## src/rtl/load_pkg.sv

```systemverilog
// Shared types for the load/writeback unit: RV32I load funct3 codes, fault causes,
// FSM states, and the request decode that classifies a load before it reaches memory.
package load_pkg;

  typedef enum logic [2:0] {
    F3_LB  = 3'b000,
    F3_LH  = 3'b001,
    F3_LW  = 3'b010,
    F3_LBU = 3'b100,
    F3_LHU = 3'b101
  } funct3_e;

  typedef enum logic [1:0] {
    CAUSE_NONE     = 2'b00,
    CAUSE_MISALIGN = 2'b01,
    CAUSE_ILLEGAL  = 2'b10,
    CAUSE_BUS      = 2'b11
  } cause_e;

  typedef enum logic [1:0] {
    S_IDLE = 2'b00,
    S_WAIT = 2'b01,
    S_WB   = 2'b10
  } state_e;

  // Illegal funct3 takes priority over misalignment.
  function automatic cause_e decode_fault(input logic [2:0] f3, input logic [1:0] off);
    cause_e c;
    c = CAUSE_NONE;
    unique case (f3)
      3'b011, 3'b110, 3'b111: c = CAUSE_ILLEGAL;
      3'b001, 3'b101:         if (off[0])      c = CAUSE_MISALIGN;
      3'b010:                 if (off != 2'b00) c = CAUSE_MISALIGN;
      default:                c = CAUSE_NONE;
    endcase
    return c;
  endfunction

endpackage

```

## src/rtl/load_align.sv

```systemverilog
// Combinational load data alignment: selects the addressed byte/half of the returned
// word and sign- or zero-extends it according to funct3.
module load_align
  import load_pkg::*;
#(
  parameter int unsigned XLEN = 32
) (
  input  funct3_e          funct3,
  input  logic [1:0]       offset,
  input  logic [XLEN-1:0]  word,
  output logic [XLEN-1:0]  data
);

  logic [7:0]  byte_v;
  logic [15:0] half_v;

  always_comb begin
    byte_v = word[8*offset +: 8];
    half_v = word[16*offset[1] +: 16];
  end

  always_comb begin
    data = word;
    unique case (funct3)
      F3_LB:   data = {{(XLEN-8){byte_v[7]}}, byte_v};
      F3_LBU:  data = {{(XLEN-8){1'b0}}, byte_v};
      F3_LH:   data = {{(XLEN-16){half_v[15]}}, half_v};
      F3_LHU:  data = {{(XLEN-16){1'b0}}, half_v};
      default: data = word;
    endcase
  end

endmodule

```

## src/rtl/load_writeback_unit.sv

```systemverilog
// RV32I load unit: accepts one load, performs a req/ack memory read with timeout,
// aligns/extends the result and drives a one-cycle register file write or a fault pulse.
module load_writeback_unit
  import load_pkg::*;
#(
  parameter int unsigned XLEN           = 32,
  parameter int unsigned TIMEOUT_CYCLES = 255
) (
  input  logic            clk,
  input  logic            rst_n,
  input  logic            ld_valid,
  output logic            ld_ready,
  input  logic [2:0]      ld_funct3,
  input  logic [XLEN-1:0] ld_addr,
  input  logic [4:0]      ld_rd,
  output logic            mem_req,
  output logic [XLEN-1:0] mem_addr,
  input  logic            mem_ack,
  input  logic [XLEN-1:0] mem_rdata,
  input  logic            mem_err,
  output logic            wb_en,
  output logic [4:0]      wb_rd,
  output logic [XLEN-1:0] wb_data,
  output logic            fault,
  output logic [1:0]      fault_cause
);

  localparam int unsigned CW = (TIMEOUT_CYCLES < 1) ? 1 : $clog2(TIMEOUT_CYCLES + 1);
  localparam logic [CW-1:0] TIMEOUT_VAL = CW'(TIMEOUT_CYCLES);

  state_e          state_q, state_d;
  logic [CW-1:0]   cnt_q, cnt_d;
  funct3_e         f3_q, f3_d;
  logic [1:0]      off_q, off_d;
  logic [4:0]      rd_q, rd_d;

  logic            ld_ready_q, ld_ready_d;
  logic            mem_req_q, mem_req_d;
  logic [XLEN-1:0] mem_addr_q, mem_addr_d;
  logic            wb_en_q, wb_en_d;
  logic [4:0]      wb_rd_q, wb_rd_d;
  logic [XLEN-1:0] wb_data_q, wb_data_d;
  logic            fault_q, fault_d;
  cause_e          cause_q, cause_d;

  logic            accept;
  cause_e          req_fault;
  logic [XLEN-1:0] aligned;

  assign accept    = ld_valid && ld_ready_q;
  assign req_fault = decode_fault(ld_funct3, ld_addr[1:0]);

  load_align #(.XLEN(XLEN)) u_align (
    .funct3 (f3_q),
    .offset (off_q),
    .word   (mem_rdata),
    .data   (aligned)
  );

  always_ff @(posedge clk or negedge rst_n) begin
    if (!rst_n) begin
      state_q <= S_IDLE;
    end else begin
      state_q <= state_d;
    end
  end

  always_comb begin
    state_d = state_q;
    unique case (state_q)
      S_IDLE: if (accept && req_fault == CAUSE_NONE) state_d = S_WAIT;
      S_WAIT: begin
        if (mem_ack)                   state_d = mem_err ? S_IDLE : S_WB;
        else if (cnt_q == TIMEOUT_VAL) state_d = S_IDLE;
      end
      S_WB:    state_d = S_IDLE;
      default: state_d = S_IDLE;
    endcase
  end

  // Outputs are registered: each _d is the value the port shows in the next cycle,
  // so wb_en is raised on the ack edge and is high while the FSM sits in WB.
  always_comb begin
    ld_ready_d = (state_d == S_IDLE);
    mem_req_d  = mem_req_q;
    mem_addr_d = mem_addr_q;
    wb_en_d    = 1'b0;
    wb_rd_d    = wb_rd_q;
    wb_data_d  = wb_data_q;
    fault_d    = 1'b0;
    cause_d    = CAUSE_NONE;
    cnt_d      = cnt_q;
    f3_d       = f3_q;
    off_d      = off_q;
    rd_d       = rd_q;
    unique case (state_q)
      S_IDLE: begin
        if (accept) begin
          if (req_fault != CAUSE_NONE) begin
            fault_d = 1'b1;
            cause_d = req_fault;
          end else begin
            mem_req_d  = 1'b1;
            mem_addr_d = {ld_addr[XLEN-1:2], 2'b00};
            f3_d       = funct3_e'(ld_funct3);
            off_d      = ld_addr[1:0];
            rd_d       = ld_rd;
          end
        end
      end
      S_WAIT: begin
        if (mem_ack) begin
          mem_req_d = 1'b0;
          cnt_d     = '0;
          if (mem_err) begin
            fault_d = 1'b1;
            cause_d = CAUSE_BUS;
          end else if (rd_q != 5'd0) begin
            wb_en_d   = 1'b1;
            wb_rd_d   = rd_q;
            wb_data_d = aligned;
          end
        end else if (cnt_q == TIMEOUT_VAL) begin
          mem_req_d = 1'b0;
          cnt_d     = '0;
          fault_d   = 1'b1;
          cause_d   = CAUSE_BUS;
        end else begin
          cnt_d = cnt_q + 1'b1;
        end
      end
      default: ;
    endcase
  end

  always_ff @(posedge clk or negedge rst_n) begin
    if (!rst_n) begin
      ld_ready_q <= 1'b1;
      mem_req_q  <= 1'b0;
      mem_addr_q <= '0;
      wb_en_q    <= 1'b0;
      wb_rd_q    <= '0;
      wb_data_q  <= '0;
      fault_q    <= 1'b0;
      cause_q    <= CAUSE_NONE;
      cnt_q      <= '0;
      f3_q       <= F3_LB;
      off_q      <= '0;
      rd_q       <= '0;
    end else begin
      ld_ready_q <= ld_ready_d;
      mem_req_q  <= mem_req_d;
      mem_addr_q <= mem_addr_d;
      wb_en_q    <= wb_en_d;
      wb_rd_q    <= wb_rd_d;
      wb_data_q  <= wb_data_d;
      fault_q    <= fault_d;
      cause_q    <= cause_d;
      cnt_q      <= cnt_d;
      f3_q       <= f3_d;
      off_q      <= off_d;
      rd_q       <= rd_d;
    end
  end

  assign ld_ready    = ld_ready_q;
  assign mem_req     = mem_req_q;
  assign mem_addr    = mem_addr_q;
  assign wb_en       = wb_en_q;
  assign wb_rd       = wb_rd_q;
  assign wb_data     = wb_data_q;
  assign fault       = fault_q;
  assign fault_cause = cause_q;

endmodule

```

## config.mk

```make
export PLATFORM = sky130hd
export DESIGN_NAME = load_writeback_unit
export DESIGN_NICKNAME = d
export VERILOG_FILES = /design/src/rtl/load_pkg.sv /design/src/rtl/load_align.sv /design/src/rtl/load_writeback_unit.sv
export SDC_FILE = /design/constraint.sdc
export NUM_CORES = 1
export LEC_CHECK = 0
export CAP_MARGIN = 20
export CORE_MARGIN = 4
export CORE_UTILIZATION = 48
export DETAILED_ROUTE_END_ITERATION = 12
export PLACE_DENSITY = 0.85
export REMOVE_ABC_BUFFERS = 1
export SLEW_MARGIN = 20
export SYNTH_ARGS = -nofsm -noshare
export SYNTH_HDL_FRONTEND = slang
export SYNTH_SLANG_ARGS = --single-unit
export TNS_END_PERCENT = 5
```

## constraint.sdc

```tcl
create_clock -name clk -period 3.3 [get_ports clk]
set_input_delay 0.99 -clock clk [delete_from_list [all_inputs] [get_ports clk]]
set_output_delay 0.99 -clock clk [all_outputs]
set_load 0.05 [all_outputs]
```

Word-level counts from Yosys, hierarchy flattened
Cells that the tools add are included.
Cells by class
  bitwise gates (word level): 2
  reductions and logical operators: 15
  add/subtract/negate cells: 1
  mux-type cells: 32
  equal/unequal tests: 14
  shifts and indexed selects: 2
Operator list (count)
  $pmux W32 S4: 1
  $shiftx A32 B6 Y16: 1
  $shiftx A32 B6 Y8: 1
  $mux W2: 9
  $mux W8: 2
  $eq A3 B3 Y1 const B: 5
  $mux W1: 15
  $add A8 B1 Y8 const B: 1
  $eq A8 B8 Y1 const B: 1
  $pmux W2 S2: 2
  $reduce_and A4 Y1: 2
  $eq A3 B1 Y1 const B: 2
  $eq A3 B2 Y1 const B: 2
  $logic_not A2 Y1: 3
  $pmux W2 S3: 1
  $reduce_bool A2 Y1: 3
  $reduce_bool A5 Y1: 1
  $ne A2 B2 Y1 const B: 2
  $pmux W1 S2: 2
  $logic_not A3 Y1: 1
  $ne A3 B3 Y1 const B: 1
  $reduce_and A3 Y1: 1
  $reduce_or A3 Y1: 1
  $eq A2 B1 Y1 const B: 1
  3 further kinds: 5
Storage, ports and cells
  input bits: 77
  logic and storage cells: 79
  output and inout port bits: 75
  bits in registers: 93

Logic depth before layout (Yosys ltp)
Gate-level depths: netlist of the first run.
  depth after elaboration: 8
  gate-level depth with buffers: 7
  mapped depth without buffers: 5

Modules after synthesis
From an unflattened synthesis of the first run, not the netlist that was laid out.
Second synthesis, totals
  cell total of the unflattened synthesis: 358
  area total of the unflattened synthesis: 4360.4 um^2
Modules (own cells, without submodules)
  load_writeback_unit: seq. area each 2328.5 um^2, cells each 249, area each 3732.3 um^2, times used 1
  load_align: seq. area each 0.0 um^2, cells each 109, area each 628.1 um^2, times used 1

Least setup slack after synthesis of the first run
No wires, ideal clock.
  kind: input port to flip-flop
  start point: in mem_ack
  end point: reg wb_data_q[10], in the netlist wb_data[10]
  buffers on the path: 1
  path slack: 1019 ps
  data required time: 3139 ps
  setup time: 161 ps
  stages: 5
  data arrival time: 2120 ps
  path through: nor4bb_1 buf_2 o21ai_4 nor3_1 a221oi_1
Between the ends
  longest elaborated chain between the ends: 1
Ends and longest elaborated chain
  start: declaration: line load_writeback_unit.sv:18  | input logic mem_ack,
  $reduce_and A4 Y1 (no line)
  end signal: assignment: line load_writeback_unit.sv:156  | wb_data_q <= wb_data_d;
  end: declaration: line load_writeback_unit.sv:42  | logic [XLEN-1:0] wb_data_q, wb_data_d;
Every way passes these cells.
A chain may end at the register's enable or synchronous reset.

Worst setup path after layout of the first run
  start point: in mem_ack
  end point: reg wb_data_q[12], in the netlist wb_data[12]
The elaborated chain is that of the path after synthesis.

==> results of run 1 <==
-- kinds of logic after synthesis --
group,count (synthesis)
other cells,1
flops,93
mux,54
fa+ha+maj,1
xor+xnor,2
compound gates,72
simple gates,135
buf+inv,29
-- state kept, by name, indices dropped and copies added (netlist names), 2 cells and up --
| register | cells |
|---|---|
| wb_data | 32 |
| mem_addr | 30 |
| cnt_q | 8 |
| rd_q | 5 |
| wb_rd | 5 |
| f3_q | 3 |
| fault_cause | 2 |
| off_q | 2 |
| state_q | 2 |
-- power by group through the flow --
stage | clock network (mW) | logic (mW) | registers (mW)
after floorplan | 0 | 0.791 | 3.48
after global placement | 0 | 3.45 | 2.03
after detailed placement | 0 | 3.52 | 2.06
after CTS | 0.855 | 3.53 | 2.04
after global routing | 0.910 | 3.68 | 2.12
final | 0.838 | 3.50 | 2.04
-- cells in the final DEF, fill, tap and decap left out, drive strengths merged, types with 5 or more instances in the layout --
master | Yosys | routed
nand2 | 52 | 52
mux2 | 47 | 47
o31ai | 5 | 5
nand2b | 9 | 9
nor2b | 6 | 6
o21ai | 17 | 17
clkbuf | 12 | 12
nor3b | 6 | 6
nor3 | 6 | 6
dfrtp | 92 | 92
clkdlybuf4s50 | 0 | 148
o22ai | 6 | 6
mux2i | 7 | 7
a211oi | 5 | 5
a21oi | 22 | 22
buf | 14 | 9
nor2 | 38 | 38
-- worst min-delay path, delay by kind of cell, from the launching register on --
family	cells	cell delay (ns)
flip-flops	1	0.35
AND/OR/NAND/NOR	2	0.10
-- cell type report --
| cell class | count | area (um^2) |
|---|---|---|
| tap | 105 | 131 |
| clock inverter | 4 | 72.6 |
| clock buffer | 12 | 145 |
| sequential | 93 | 2330 |
| fill | 619 | 2360 |
| inverter | 3 | 11.3 |
| multi-input combinational | 266 | 1730 |
| timing repair buffer | 157 | 1560 |
-- worst max path at each step --
stage	startpoint	to	slack, ns	depth (start not counted)
5_1_grt	mem_ack	wb_data[7]	0.45	7
2_1_floorplan	mem_ack	wb_data[31]	0.19	4
6_report	mem_ack	wb_data[12]	0.62	7
4_1_cts	mem_ack	wb_data[12]	0.60	7
3_5_place_dp	mem_ack	wb_data[12]	0.30	7
3_3_place_gp	mem_ack	wb_data[7]	0.37	7
-- stage by stage --
stage | power (mW) | util | hold slack (ns)
finish | 6.38 | 0.717 | 0.480
global route | 6.72 | 0.717 | 0.509
CTS | 6.42 | 0.717 | 0.488
detailed placement | 5.58 | 0.691 | 0.467
global placement | 5.48 | 0.691 | 0.465
floorplan | 4.28 | - | 0.456
-- metal layers --
metal	track usage	vias to the layer above
met5	0	-
met4	0.0777	0
met3	0.0634	12
met2	0.367	137
met1	0.288	1734
li1	-	1635
==> flow_summary_export.csv, run 1 <==
group,metric,value,unit
final_layout,final_area,5980,um^2
pwr,power.internal,3.37,mW
worst_setup_path,r2r_cells,5,
final_layout,final_layout_size_suffix_gt1_frac,0.144,
sta,fin_crit_sh,0.812,
worst_setup_path,reg2reg_slack,1.18,ns
sta,tightest_slew,0.716,ns
placement,dp_cells,624,
min_path,min_path_cells,2,
worst_setup_path,arrival,2.93,ns
sta,setup_violations,0,
placement,place_ws,0.298,ns
yosys,synth_fa_ha_area_frac,0.00299,
global_routing,grt_pass1_vias,3667,
routing,drtAntennaViolNets,0,
routing,dr_wl_met3,1080,um
yosys,synth-async-reset-ratio,1.00,
worst_setup_path,crit_family,"buffers and inverters",
routing,num_vias,3518,
die,die_area,10300,um^2
yosys,post-synth-top-count-cell,"dfrtp_1",
clock_network,hold_buffers,0,
worst_setup_path,crit-reg2reg-launch,"off_q[1]",
global_routing,gr-total-overflow,0,
pwr,ir_drop,0.665,mV
die,start_util,0.502,
worst_setup_path,max_stage_delay,0.48,ns
pwr,pwr-share-clk,0.131,
final_layout,final_nets,608,
min_path,holdCritStartpoint,"wb_rd[3]",
yosys,synth_simple_gate_area_frac,0.150,
global_routing,grt_usage,0.225,
pwr,p_switching,3.02,mW
yosys,synth_area_leaders,"dfrtp_1 (55%), mux2_2 (13%), nand2_1 (4.7%), nor2_1 (3.4%), a21oi_1 (2.6%)",
sta,drv_slew,0,
clock_network,htreeDepth,3,
placement,gp_congestion,0.850,
global_routing,grt_pass1_wl,18100,um
worst_setup_path,r2r_end,"wb_data[14]",
job,max-cap-violations,0,
sta,setup_tns,0,ns
placement,placed_area,5760,um^2
clock_network,cts_sinks,93,
clock_network,root_buffer,"clkbuf_8",
worst_setup_path,crit_chain,"clkdlybuf4s50_1 -> nor4bb_1 -> buf_4 -> o21ai_4 -> inv_2 -> nor2_1 -> a211oi_1",
yosys,ys_ff_latch,93,
pwr,combPwrFrac,0.549,
global_routing,antenna_found_initial,0,
die,core_area,8340,um^2
placement,hpwl,8280,um
clock_network,cts_resized,0,
yosys,synth_cells,387,
clock_network,cts_tree,"yes",
routing,first_pass_iters,4,
routing,via_per_inst,5.50,
sta,fin_ws,0.619,ns
final_layout,syn_to_final_growth,42.7,%
worst_setup_path,end_kind,"register",
yosys,synth_warnings,0,
routing,drtIter0Drc,104,
die,die_y,101,um
min_path,hold_path_class,"register to register",
die,ios,152,
clock_network,clock_path_buffers,2,
yosys,synth_commonest_cells,"dfrtp_1 (92), nand2_1 (52), mux2_2 (47)",
yosys,yosys.area.top_type,"dfrtp_1",
pwr,p_leak,2.53,nW
sta,period_needed,2.68,ns
routing,wl_met1,4430,um
final_layout,antennaDiodeCount,0,
global_routing,grt_max_degree,57,
placement,io_buffers,149,
routing,drcViolationCount,0,
yosys,synth_xor_area_frac,0.00418,
worst_setup_path,critPathLaunchType,"input pin",
sta,skew,0.0155,ns
worst_setup_path,required,3.55,ns
routing,met2_length,5510,um
clock_network,clk_latency,0.36,ns
yosys,ys_types,45,
worst_setup_path,path_buf_inv,3,
worst_setup_path,cp_max_fo,32,
routing,routed.top_layer,"met4",
die,rows,33,
routing,totalWireLength,11200,um
sta,max_slew_margin,0.523,
outcome,run_status,"complete, no violations",
final_layout,fin_cells,640,
die,dieWidth,101,um
yosys,synth_top_area_share,0.549,
yosys,synth_top_family_by_area,"simple AND/OR/NAND/NOR gates",
pwr,seq_power_share,0.320,
yosys,ys.flop_type,"dfrtp_1",
yosys,synth-edff-count,0,
clock_network,clk_pin_slew,0.08,ns
clock_network,cts-buffers-inserted,9,
sta,rsz0062_at_grt,"no",
pwr,p_sw_frac,0.473,
clock_network,cts_setup_buffers,0,
pwr,power_density,1070,nW/um^2
worst_setup_path,crit_slowest_cell,"clkdlybuf4s50_1",
yosys,syn_area,4190,um^2
sta,hold_viol,0,
min_path,hold_end,"wb_rd[3]",
routing,wl_per_cell,17.5,um
worst_setup_path,worstSetupPathType,"input pin to register",
yosys,yosysSeqAreaShare,0.556,
yosys,synth_compound_area_frac,0.110,
sta,fmax,373,MHz
yosys,muxShareOfSynthArea,0.143,
yosys,syn_area_per_cell,10.8,um^2
Note: power is estimated with default switching activity, not from simulation.
==> run 2, diff against run 1 <==
- CORE_UTILIZATION: 48 -> 45
- PLACE_DENSITY: 0.85 -> 0.81
- clock period: 3.3 -> 2.6 ns (I/O delays scaled with it)
==> flow_summary_export.csv, run 2 (synthesized netlist as in run 1, its figures left out) <==
group,metric,value,unit
final_layout,final_nets,614,
final_layout,fin_cells,649,
worst_setup_path,crit_slowest_cell,"clkdlybuf4s50_1",
worst_setup_path,reg2reg_slack,0.66,ns
placement,gp_congestion,0.826,
final_layout,syn_to_final_growth,43.8,%
die,start_util,0.471,
sta,max_slew_margin,0.555,
sta,skew,0.0125,ns
clock_network,clk_latency,0.35,ns
die,die_area,10900,um^2
final_layout,largest_reg_flops,32,
routing,drtAntennaViolNets,0,
final_layout,n_fill_cell,676,
sta,rsz0062_at_grt,"no",
final_layout,final_area,6030,um^2
global_routing,antenna_found_initial,0,
clock_network,cts_resized,0,
final_layout,multiInputGateArea,1730,um^2
worst_setup_path,cp_max_fo,2,
final_layout,antennaDiodeCount,0,
clock_network,cts_tree,"yes",
pwr,ir_drop,0.809,mV
clock_network,cts-buffers-inserted,9,
clock_network,cts_sinks,93,
routing,wl_per_cell,17.2,um
sta,drv_slew,0,
worst_setup_path,path_buf_inv,1,
worst_setup_path,crit_family,"buffers and inverters",
pwr,p_total,7.97,mW
clock_network,clk_pin_slew,0.09,ns
die,dieWidth,104,um
min_path,hold_path_class,"input pin to asynchronous set/reset pin",
worst_setup_path,r2r_cells,5,
worst_setup_path,crit-reg2reg-launch,"rd_q[0]",
outcome,run_status,"complete, no violations",
clock_network,clock_path_buffers,2,
placement,placed_area,5850,um^2
global_routing,gr-total-overflow,0,
worst_setup_path,arrival,1.68,ns
job,max-cap-violations,0,
clock_network,cts_setup_buffers,0,
routing,num_vias,3571,
placement,hpwl,8250,um
sta,setup_violations,0,
pwr,p_leak,2.56,nW
clock_network,hold_buffers,0,
global_routing,grt_usage,0.208,
worst_setup_path,end_kind,"primary output",
sta,hold_viol,0,
die,ios,152,
die,die_y,104,um
global_routing,grt_max_degree,53,
pwr,power_density,1320,nW/um^2
clock_network,htreeDepth,3,
final_layout,mostFrequentLayoutCells,"clkdlybuf4s50_1 (148), dfrtp_1 (92), nand2_1 (52)",
final_layout,final_common_cell,"clkdlybuf4s50_1",
worst_setup_path,r2r_end,"wb_data[9]",
routing,drcViolationCount,0,
sta,setup_tns,0,ns
worst_setup_path,crit_chain,"clkdlybuf4s50_1",
worst_setup_path,max_stage_delay,0.79,ns
routing,via_per_inst,5.50,
sta,fin_crit_sh,0.945,
sta,timing.hold.ws,0.468,ns
placement,place_ws,0.00749,ns
routing,first_pass_iters,4,
worst_setup_path,critPathLaunchType,"register",
global_routing,grt_pass1_wl,18600,um
sta,fin_ws,0.142,ns
global_routing,grt_pass1_vias,3708,
final_layout,regArea,2330,um^2
worst_setup_path,worstSetupPathType,"register to primary output",
sta,tightest_slew,0.667,ns
placement,dp_cells,633,
placement,io_buffers,149,
worst_setup_path,required,1.82,ns
final_layout,post-route-util,0.678,
sta,fmax,407,MHz
worst_setup_path,cp.depth,1,
clock_network,root_buffer,"clkbuf_8",
die,rows,34,
die,core_area,8890,um^2
routing,drtIter0Drc,135,
sta,period_needed,2.46,ns
final_layout,final_layout_size_suffix_gt1_frac,0.155,
routing,totalWireLength,11200,um
[run 2: worst max path at each step]
stage              from           to  slack [ns]
2_1_floorplan   mem_ack  wb_data[31]       -0.30
3_3_place_gp    mem_ack   wb_data[7]        0.11
3_5_place_dp    mem_ack   wb_data[9]       0.007
4_1_cts        ld_ready     ld_ready        0.13
5_1_grt        ld_ready     ld_ready        0.08
6_report       ld_ready     ld_ready        0.14
[run 2: routing by layer]
| metal | routed length [um] | track usage | vias up |
|---|---|---|---|
| li1 | - | - | 1650 |
| met1 | 4760 | 0.276 | 1731 |
| met2 | 5230 | 0.332 | 178 |
| met3 | 1060 | 0.0646 | 12 |
| met4 | 116 | 0.0532 | 0 |
| met5 | 0 | 0 | - |
[run 2: power by group]
| part | total, mW | internal (mW) | switching [mW] |
|---|---|---|---|
| clock | 0.875 | 0.376 | 0.498 |
| sequential | 2.50 | 2.08 | 0.421 |
| combinational | 4.59 | 1.66 | 2.93 |
| total | 7.97 | 4.12 | 3.85 |
[run 2: final cells by class]
class | instances | area share
sequential | 93 | 0.386
multi-input combinational | 266 | 0.287
timing repair buffer | 163 | 0.273
clock buffer | 11 | 0.0235
tap | 108 | 0.0224
clock inverter | 5 | 0.00602
inverter | 3 | 0.00187
